<file path="config.mk">
export PLATFORM = sky130hd
export DESIGN_NAME = instr_encoder
export DESIGN_NICKNAME = d
export VERILOG_FILES = /design/src/rtl/instr_encoder.sv
export SDC_FILE = /design/constraint.sdc
export NUM_CORES = 1
export LEC_CHECK = 0
export ABC_AREA = 1
export CORE_ASPECT_RATIO = 1.5
export CORE_MARGIN = 3
export CORE_UTILIZATION = 51
export CTS_BUF_LIST = sky130_fd_sc_hd__clkbuf_4 sky130_fd_sc_hd__clkbuf_8 sky130_fd_sc_hd__clkbuf_16
export CTS_CLUSTER_SIZE = 24
export DETAILED_ROUTE_END_ITERATION = 8
export HOLD_SLACK_MARGIN = 0.12
export PLACE_DENSITY_LB_ADDON = 0.08
export SLEW_MARGIN = 20
export SYNTH_ARGS = -nofsm -noshare
export SYNTH_HDL_FRONTEND = slang
export SYNTH_SLANG_ARGS = --single-unit
</file>
<file path="constraint.sdc">
create_clock -name clk -period 4.5 [get_ports clk]
set_input_delay 0.45 -clock clk [delete_from_list [all_inputs] [get_ports clk]]
set_output_delay 0.45 -clock clk [all_outputs]
set_load 0.01 [all_outputs]
</file>
<file path="src/rtl/instr_encoder.sv">
// instr_encoder: accepts one symbolic MIPS instruction per valid/ready handshake,
// encodes it into a 32-bit word and writes it to the next instruction-memory slot.
// beq offsets are derived from the encoder's own write-address counter.
// The beq offset is sign-extended to 16 bits, so ADDR_WIDTH must be 14 or less.
module instr_encoder #(
    parameter int ADDR_WIDTH = 6
) (
    input  logic                  clk,
    input  logic                  rst,
    input  logic                  clear,
    input  logic                  in_valid,
    output logic                  in_ready,
    input  logic [3:0]            op_sel,
    input  logic [4:0]            rs,
    input  logic [4:0]            rt,
    input  logic [4:0]            rd,
    input  logic [15:0]           imm,
    input  logic [25:0]           target,
    output logic                  imem_we,
    output logic [ADDR_WIDTH-1:0] imem_addr,
    output logic [31:0]           imem_wdata,
    output logic [ADDR_WIDTH:0]   count,
    output logic                  full,
    output logic                  err
);

    typedef enum logic [1:0] {StIdle, StEnc, StWrite, StFull} state_t;

    state_t                r_state;
    logic [3:0]            r_op;
    logic [4:0]            r_rs;
    logic [4:0]            r_rt;
    logic [4:0]            r_rd;
    logic [15:0]           r_imm;
    logic [25:0]           r_target;
    logic [ADDR_WIDTH-1:0] r_addr;
    logic [ADDR_WIDTH:0]   r_count;
    logic [31:0]           r_wdata;
    logic                  r_err;

    logic [ADDR_WIDTH:0]   w_off;
    logic [15:0]           w_off16;
    logic [31:0]           w_word;
    logic                  w_legal;

    // beq offset: destination minus the next sequential address, one bit wider than the
    // address so every in-range difference is representable, then sign-extended.
    assign w_off   = {1'b0, r_target[ADDR_WIDTH-1:0]}
                   - ({1'b0, r_addr} + {{ADDR_WIDTH{1'b0}}, 1'b1});
    assign w_off16 = {{(15 - ADDR_WIDTH){w_off[ADDR_WIDTH]}}, w_off};

    // Encode the captured instruction; op_sel 10..15 is flagged illegal.
    always_comb begin
        w_legal = 1'b1;
        w_word  = 32'h0;
        case (r_op)
            4'd0:    w_word = {6'h00, r_rs, r_rt, r_rd, 5'd0, 6'h20};
            4'd1:    w_word = {6'h00, r_rs, r_rt, r_rd, 5'd0, 6'h22};
            4'd2:    w_word = {6'h00, r_rs, r_rt, r_rd, 5'd0, 6'h24};
            4'd3:    w_word = {6'h00, r_rs, r_rt, r_rd, 5'd0, 6'h25};
            4'd4:    w_word = {6'h00, r_rs, r_rt, r_rd, 5'd0, 6'h2A};
            4'd5:    w_word = {6'h23, r_rs, r_rt, r_imm};
            4'd6:    w_word = {6'h2B, r_rs, r_rt, r_imm};
            4'd7:    w_word = {6'h08, r_rs, r_rt, r_imm};
            4'd8:    w_word = {6'h04, r_rs, r_rt, w_off16};
            4'd9:    w_word = {6'h02, r_target};
            default: w_legal = 1'b0;
        endcase
    end

    // Control FSM with address counter, word count, encoded-word register and sticky error.
    always_ff @(posedge clk or posedge rst) begin
        if (rst) begin
            r_state  <= StIdle;
            r_op     <= 4'd0;
            r_rs     <= 5'd0;
            r_rt     <= 5'd0;
            r_rd     <= 5'd0;
            r_imm    <= 16'h0;
            r_target <= 26'h0;
            r_addr   <= '0;
            r_count  <= '0;
            r_wdata  <= 32'h0;
            r_err    <= 1'b0;
        end else if (clear) begin
            // Restart wins over any state and over a coincident handshake.
            r_state <= StIdle;
            r_addr  <= '0;
            r_count <= '0;
            r_err   <= 1'b0;
        end else begin
            case (r_state)
                StIdle: begin
                    if (in_valid) begin
                        r_op     <= op_sel;
                        r_rs     <= rs;
                        r_rt     <= rt;
                        r_rd     <= rd;
                        r_imm    <= imm;
                        r_target <= target;
                        r_state  <= StEnc;
                    end
                end
                StEnc: begin
                    if (w_legal) begin
                        r_wdata <= w_word;
                        r_state <= StWrite;
                    end else begin
                        r_err   <= 1'b1;
                        r_state <= StIdle;
                    end
                end
                StWrite: begin
                    r_addr  <= r_addr + 1'b1;
                    r_count <= r_count + 1'b1;
                    r_state <= (r_addr == {ADDR_WIDTH{1'b1}}) ? StFull : StIdle;
                end
                StFull: r_state <= StFull;
                default: r_state <= StIdle;
            endcase
        end
    end

    // clear gates the strobe and ready combinationally so an abort takes effect in the same cycle.
    assign in_ready   = (r_state == StIdle) & ~clear;
    assign imem_we    = (r_state == StWrite) & ~clear;
    assign imem_addr  = r_addr;
    assign imem_wdata = r_wdata;
    assign count      = r_count;
    assign full       = (r_state == StFull);
    assign err        = r_err;

endmodule

</file>
==> summary.txt <==
outcome - finished clean
fmax - 369 MHz
Routability Congestion - 0.804
Crit Reg-Reg Startpoint - r_state[1]$_DFFE_PP0P_
EDFF count, synth - 0
Routed WL - 12200 um
period utilisation layout - 60.3%
row count - 43
gr ovfl total - 0
clock tree sinks - 107
fillers - 814
synthesized area - 5060 um2
hold_ws - 475 ps
Worst path slowest cell - clkdlybuf4s50_1
R2R Setup Slk - 2380 ps
1st-pass router iterations - 5
wire per inst - 14.8 um
final setup vio count - 0
Avg Synthesized Cell Area - 8.33 um2
DRC violation count after routing - 0
die footprint - 11200 um2
launch point of the worst hold path - r_target[24]$_DFFE_PP0P_
HPWL Detailed - 8870 um
first-pass GRT wire length - 19900 um
worst hold path class - register to register
Yosys reg bits - 107
pin count of the biggest net entering global routing - 90
max-cap violation count - 0
CP required - 4050 ps
fin nets - 780
Top delay family on crit path - buffers and inverters
Static Leakage - 3.10 nW
hold_buf cts - 0
post-route core utilization - 68.4%
core area - 9470 um2
RSZ-0062 raised after global routing - no
Setup WS post-layout - 1790 ps
GR Util All Layers - 22.5%
min Tclk post-route - 2710 ps
input/output buffers - 112
Seq. cell area - 2680 um2
multi-input logic area - 2030 um2
Hold Violations, Final - 0
normalized max-slew margin - 41.7%
Post-CTS Setup Bufs - 0
Area Growth Syn to Fin - 28.1%
Post-DP Area - 6190 um2
worst slew pin tran - 872 ps
yosys warns - 0
DRT antenna net count - 0
n_diodes - 0
Critical Path Start Type - input pin
Vias/cell - 5.32
DR iter-0 viols - 229
CTS resizes - 0
delay of the slowest critical-path stage - 590 ps
root buffer cell - clkbuf_16
Cell Chain, Critical Path - clkdlybuf4s50_1 -> nor3_4 -> buf_4 -> clkdlybuf4s50_1
Worst-Skew Late Latency - 350 ps
Syn Inst Count - 607
CTS Buf Count - 9
Bufs on Longest Clock Path - 2
total stage count of the critical path - 4
dpl cells - 807
most used cell, CP - clkdlybuf4s50_1
Pwr per Cell Area - 444 nW/um2
Vias - 4377
WP data arrival - 2260 ps
Ports - 114
final clock skew - 7.28 ps
initial antenna violation count - 0
final instance area - 6480 um2
Layout Cells excl Fill - 823
CP Class - input pin to primary output
TritonCTS clock tree - done
Most used DFF post-synth - dfrtp_1
CP Max Fanout - 30
Seq/Total Area, Yosys - 53.0%
vias in the first global route - 4154
Die H - 128 um
Hold Path Stages - 2
pre-CTS setup slack - 1620 ps
worst r2r path cells - 6
Final Power - 2.87 mW
Post-synth ARST share - 100%
Clock transition at path regs - 70 ps
share of layout cells above drive strength 1 - 5.91%
max-slew violations - 0
die width - 87.3 um
setup tns final - 0 ps
VDD IR-drop max - 0.000278 V
Worst Path Buf+Inv - 3
total number of H-tree levels - 3
syn nets - 681
Hold Path End - r_target[24]$_DFFE_PP0P_
Distinct cells, synth - 33
Starting Density - 53.4%
Worst setup EP type - primary output
reg-to-reg endpoint - imem_wdata[6]$_DFFE_PP0P_
-- layer usage --
layer | routed length, um | global-route usage, % | up-vias
li1 | - | - | 2164
met1 | 5220 | 30.1 | 2070
met2 | 6210 | 37.6 | 126
met3 | 571 | 3.22 | 17
met4 | 198 | 7.05 | 0
met5 | 0 | 0 | -
-- layout by cell type (no fill, tap or decap), drive strengths merged, types with 8 or more instances in the layout --
cell type	Yosys	layout
clkbuf	11	12
a21oi	45	45
nand2	144	144
nand3	100	100
clkdlybuf4s50	0	112
ha	8	8
o21ai	16	16
nor2	82	82
inv	49	49
dfrtp	107	107
-- sequential cells by signal, summed over array words and instances (netlist names) --
| signal | flops |
|---|---|
| imem_wdata | 30 |
| r_target | 26 |
| r_imm | 16 |
| count | 7 |
| imem_addr | 6 |
| r_rd | 5 |
| r_rs | 5 |
| r_rt | 5 |
| r_op | 4 |
| r_state | 2 |
| err | 1 |
-- worst max-delay path by stage --
stage,from,end
finish,clear,in_ready
global route,clear,in_ready
CTS,clear,in_ready
detailed placement,clear,imem_wdata[6]$_DFFE_PP0P_
global placement,clear,imem_wdata[2]$_DFFE_PP0P_
floorplan,rst,count[0]$_DFFE_PP0P_
-- cell type report --
| cell class | count | area share (%) |
|---|---|---|
| Tap cell | 112 | 2.16 |
| Clock inverter | 4 | 0.406 |
| Multi-Input combinational cell | 422 | 31.4 |
| Sequential cell | 107 | 41.3 |
| Timing Repair Buffer | 116 | 17.8 |
| Inverter | 50 | 2.99 |
| Clock buffer | 12 | 3.92 |
-- worst register-to-register path, cell delays in order (launching register included) --
cell and delay [ps]:
dfrtp_1 470, inv_1 80, nand3_1 210, nor2_4 760, o21ai_0 240, nor2_1 160, a21oi_1 80
-- power by group --
| group | internal, mW | switching, mW | leakage, nW | total (mW) |
|---|---|---|---|---|
| Combinational | 0.406 | 0.405 | 1.64 | 0.811 |
| Sequential | 1.18 | 0.146 | 1.32 | 1.32 |
| Clock | 0.402 | 0.337 | 0.139 | 0.740 |
-- Yosys cell counts (all sizes together) (5+ instances only) --
master | instances | area share (%)
a21oi | 45 | 4.5
buf | 17 | 2.4
clkbuf | 11 | 0.82
dfrtp | 107 | 53
ha | 8 | 2.0
inv | 49 | 3.6
nand2 | 144 | 11
nand3 | 100 | 9.9
nand4 | 5 | 0.74
nor2 | 82 | 6.9
o211ai | 5 | 0.74
o21ai | 16 | 1.6
-- cells by family after synthesis --
family / Yosys count / share of synthesized area (%)
and+or+nand+nor: 337 / 29.5
xor gates and xnor gates: 2 / 0.347
DFF: 107 / 53.0
buffers and inverters: 78 / 7.00
other: 1 / 0.0742
adders and majority gates: 9 / 2.38
AOI/OAI and AO/OA: 73 / 7.77
Power figures use the tool's default switching activity.
